[config.mk]
export PLATFORM = sky130hd
export DESIGN_NAME = booth_r4_seq_mult
export DESIGN_NICKNAME = d
export VERILOG_FILES = /design/src/rtl/booth_r4_seq_mult.sv
export SDC_FILE = /design/constraint.sdc
export NUM_CORES = 1
export LEC_CHECK = 0
export CORE_ASPECT_RATIO = 0.8
export CORE_UTILIZATION = 45
export CTS_CLUSTER_DIAMETER = 80
export DETAILED_ROUTE_END_ITERATION = 10
export GPL_TIMING_DRIVEN = 0
export PLACE_DENSITY = 0.63
export SLEW_MARGIN = 40
export SYNTH_ARGS = -nofsm -noshare
export SYNTH_HDL_FRONTEND = slang
export SYNTH_SLANG_ARGS = --single-unit
[constraint.sdc]
create_clock -name clk -period 7.65 [get_ports clk]
set_input_delay 1.53 -clock clk [delete_from_list [all_inputs] [get_ports clk]]
set_output_delay 1.53 -clock clk [all_outputs]
set_load 0.1 [all_outputs]
[src/rtl/booth_r4_seq_mult.sv]
// Iterative radix-4 Booth multiplier with valid/ready handshakes.
// Retires one Booth digit per clock into a shift-add accumulator. In
// unsigned mode the operands are zero-extended, so the same signed
// datapath serves both modes. The product is held until it is accepted.
`timescale 1ns/1ps
module booth_r4_seq_mult #(
  parameter int N = 32
) (
  input  logic           clk,
  input  logic           rst,
  input  logic           in_valid,
  output logic           in_ready,
  input  logic [N-1:0]   op1,
  input  logic [N-1:0]   op2,
  input  logic           tc,
  output logic           out_valid,
  input  logic           out_ready,
  output logic [2*N-1:0] P,
  output logic           busy
);

  // Number of Booth digits, which is also the number of RUN cycles.
  localparam int K  = (N + 2) / 2;
  localparam int AW = 2 * N + 4;
  localparam int CW = $clog2(K);
  localparam logic [CW-1:0] LAST = CW'(K - 1);

  if ((N % 2) != 0 || N < 4) begin : g_bad_n
    $error("booth_r4_seq_mult: N must be even and >= 4");
  end

  typedef enum logic [1:0] {IDLE, RUN, DONE} state_t;

  state_t                state;
  logic [CW-1:0]         cnt;
  logic signed [AW-1:0]  acc;
  // Multiplicand, pre-shifted by two bits per digit so it is already aligned.
  logic signed [AW-1:0]  msh;
  // Multiplier, shifted right two bits per digit; bits [1:0] are the current pair.
  logic [N+1:0]          qsh;
  // Implicit q(2i-1) bit of the current Booth triplet.
  logic                  qprev;

  logic [N+1:0]          op1_x;
  logic [N+1:0]          op2_x;
  logic signed [AW-1:0]  acc_nxt;

  // Booth recoding of one triplet into a full-width two's complement partial
  // product; negation at full width keeps the most negative operand exact.
  function automatic logic signed [AW-1:0] booth_pp(input logic [2:0] trip,
                                                    input logic signed [AW-1:0] mm);
    case (trip)
      3'b001, 3'b010: return mm;
      3'b011:         return mm <<< 1;
      3'b100:         return -(mm <<< 1);
      3'b101, 3'b110: return -mm;
      default:        return '0;
    endcase
  endfunction

  // Operand extension to N+2 bits and next accumulator value.
  always_comb begin
    op1_x   = tc ? {{2{op1[N-1]}}, op1} : {2'b00, op1};
    op2_x   = tc ? {{2{op2[N-1]}}, op2} : {2'b00, op2};
    acc_nxt = acc + booth_pp({qsh[1:0], qprev}, msh);
  end

  assign in_ready = (state == IDLE);
  assign busy     = (state != IDLE);

  // Control FSM and shift-add datapath; the product is registered on the last digit.
  always_ff @(posedge clk or negedge rst) begin
    if (!rst) begin
      state     <= IDLE;
      cnt       <= '0;
      acc       <= '0;
      msh       <= '0;
      qsh       <= '0;
      qprev     <= 1'b0;
      out_valid <= 1'b0;
      P         <= '0;
    end else begin
      case (state)
        IDLE: begin
          if (in_valid && in_ready) begin
            state <= RUN;
            msh   <= {{(N+2){op1_x[N+1]}}, op1_x};
            qsh   <= op2_x;
            qprev <= 1'b0;
            acc   <= '0;
            cnt   <= '0;
          end
        end
        RUN: begin
          acc   <= acc_nxt;
          msh   <= msh <<< 2;
          qsh   <= {{2{qsh[N+1]}}, qsh[N+1:2]};
          qprev <= qsh[1];
          cnt   <= cnt + CW'(1);
          if (cnt == LAST) begin
            state     <= DONE;
            P         <= acc_nxt[2*N-1:0];
            out_valid <= 1'b1;
          end
        end
        DONE: begin
          if (out_ready) begin
            state     <= IDLE;
            out_valid <= 1'b0;
          end
        end
        default: state <= IDLE;
      endcase
    end
  end

endmodule

==> flow_summary.toml <==
[cts]
worstSkewPairLatency_ps = 580
clock_sinks = 235
clkTransAtPathRegs_ps = 60
cts_setup_buffers = 0
cts_tree = "yes"
clockRootBuffer = "clkbuf_16"
h-tree-depth = 1
holdBufCountCts = 0
cts_buffers = 28
cts_buffer_depth = 3
cts_resized = 0

[yosys]
yosysMostFrequentCell = "nand2_1"
synth_top_family_by_area = "compound AO/OA/AOI/OAI gates"
syn-num-nets = 2200
synth_edf_count = 0
ys_seq_area_share_pct = 36.3
synth_mux_area_share_pct = 0.270
synthAdderAreaFrac_pct = 5.22
synth_compound_area_share_pct = 23.1
avgSynthCellArea_um2 = 7.86
ys_ff_latch = 235
ys_types = 70
synthSimpleGateAreaFrac_pct = 22.9
ys_top_cells_by_area = "dfrtp_1 (36%), o21ai_0 (6.4%), nand2_1 (6.0%)"
synth_top_area_cell = "dfrtp_1"
synth_top_area_share_pct = 36.3
ys_async_sr_fraction_pct = 100
syn_area_um2 = 16200
synth_xor_xnor_area_share_pct = 7.35
yosys_warnings = 0
synthFlopType = "dfrtp_1"
synthCells = 2064
synth_top_cells_by_count = "nand2_1 (261), nor2_1 (242), dfrtp_1 (235)"

[route]
drt_iter0_drc = 1539
drc = 0
vias = 16404
wirelength_mm = 60.1
firstDrtPassIters = 8
vias_per_cell = 6.02
wl_met3_mm = 5.45
wl_met1_mm = 27.9
met2RoutedLength_mm = 24.9
routedWlPerCell_um = 22.1
top_layer_used = "met4"
ant_nets = 0

[floorplan]
die_area_um2 = 36800
die-height_um = 172
core_area_um2 = 35100
rows = 61
die_w_um = 214
start_util_pct = 46.2
io_pins = 136

[placement]
place_congestion = 0.968
dpl-instance-area_um2 = 17900
post-place-cells = 2674
port_buffers = 135
dp_hpwl_mm = 45.0

[worst_setup_path]
worstPathRequired_ps = 8070
crit_type = "flip-flop to flip-flop"
cp-startpoint = "msh[0]"
worstRegToRegCells = 20
start_kind = "flip-flop"
crit_arrival_ps = 7760
crit_end = "P[62]"
end_kind = "flip-flop"
r2r_slack_ps = 310
worstReg2RegEnd = "P[62]"
r2r_start = "msh[0]"
cp_max_fo = 7

[timing]
report.final.hold_viol_count = 0
worst_pin_slew_ps = 925
clock-skew-final_ps = 15.7
finalCritPeriodShare_pct = 95.9
slew_violations = 0
period_needed_ps = 7340
fmax_mhz = 136
setup_viol = 0
timing.hold.ws_ps = 469
relSlewSlack_pct = 38.2
rsz0062_at_grt = "false"

[run]
drv_cap = 0

[min_path]
hold_class = "flip-flop to flip-flop"

[layout]
multi_input_comb_area_um2 = 9550
n_fill_cell = 3397
fin_nets = 2368
drive_above_1_share_pct = 6.80
areaGrowthSynthToFinish_pct = 16.6
utilization_pct = 53.9
fin_area_um2 = 18900
regArea_um2 = 5880
instances_no_fill = 2724

[global_routing]
antenna_found_initial = 2
grt_pass1_vias = 15356
grt_pass1_wl_mm = 92.3
grt_remaining_overflow = 0
grt_max_degree = 65
grtUsageTotal_pct = 32.6

[run_status]
run_status = "finished clean"
-- cell usage in the layout, fill, tap and decap left out, drive strengths merged, types with 13 or more instances in the layout --
cell type | netlist | routed
a221oi | 17 | 17
buf | 14 | 85
o31ai | 13 | 13
nand3 | 135 | 135
or3 | 35 | 35
nand2b | 14 | 14
xor2 | 63 | 63
a21oi | 101 | 101
o21bai | 15 | 15
o22ai | 71 | 71
nand2 | 261 | 261
a31oi | 17 | 17
a21o | 36 | 36
clkdlybuf4s50 | 0 | 67
clkbuf | 163 | 204
inv | 32 | 33
dfrtp | 235 | 235
nand4 | 27 | 27
a22o | 13 | 13
o21ai | 210 | 210
a22oi | 47 | 47
nor3 | 25 | 25
xnor2 | 73 | 73
nor2 | 242 | 242
ha | 66 | 66
-- through the flow --
stage	worst slack (ps)	setup TNS, ps
floorplan	1940	0
global placement	-5270	-1229760
detailed placement	568	0
CTS	544	0
global route	52.8	0
finish	313	0
-- worst min path at each step --
stage / from / end / slack [ps] / cells after the start
final: P[22] / P[22] / 470 / 2
after global routing: P[48] / P[48] / 500 / 2
after CTS: P[22] / P[22] / 470 / 2
after detailed placement: P[22] / P[22] / 460 / 2
after global placement: qsh[33] / qsh[33] / 460 / 2
after floorplan: qsh[33] / qsh[33] / 440 / 2
-- logic make-up (layout without fill, tap and decap cells) --
| group | after synthesis | after routing |
|---|---|---|
| AO/OA/AOI/OAI | 602 | 602 |
| XOR/XNOR | 136 | 136 |
| adder cells (fa/ha/maj) | 67 | 67 |
| buffers and inverters | 209 | 396 |
| flip-flops | 235 | 235 |
| multiplexers | 4 | 4 |
| other | 0 | 1 |
| AND/OR/NAND/NOR | 811 | 811 |
-- worst max-delay path: stages, from the launching register on --
cell and delay, ps:
dfrtp_1 420, inv_1 170, ha_1 230, or3b_1 470, or3_1 410, or4_1 440, or4_1 500, or3_1 390
o211a_1 230, o22ai_1 350, ha_1 310, clkbuf_1 180, a21oi_1 310, nand2_1 90, o21a_1 170, a31oi_1 660
o21ai_0 480, a31oi_1 730, o21ai_0 260, xnor2_1 290, o21ai_0 110
-- routing by layer --
| metal | vias to the layer above | GRT usage, % |
|---|---|---|
| met5 | - | 0.133 |
| met4 | 0 | 9.57 |
| met3 | 105 | 7.14 |
| met2 | 674 | 47.9 |
| met1 | 7907 | 47.6 |
| li1 | 7718 | - |
-- cell type report --
class                      instances  area share [%]
inverter                          32           0.635
tap                              472            3.12
timing repair buffer             138            5.84
multi-input combinational       1620            50.5
sequential                       235            31.1
clock buffer                      41            4.50
clock inverter                     8           0.642
antenna                            1          0.0132
buffer                           177            3.65
-- state kept, by name, indices dropped and copies added (netlist names) --
name	flops
P	64
acc	64
msh	64
qsh	34
cnt	5
state	2
out_valid	1
qprev	1
Power is not shown: default switching activity piles up to over one toggle a cycle in this logic, so the estimate is an artifact.
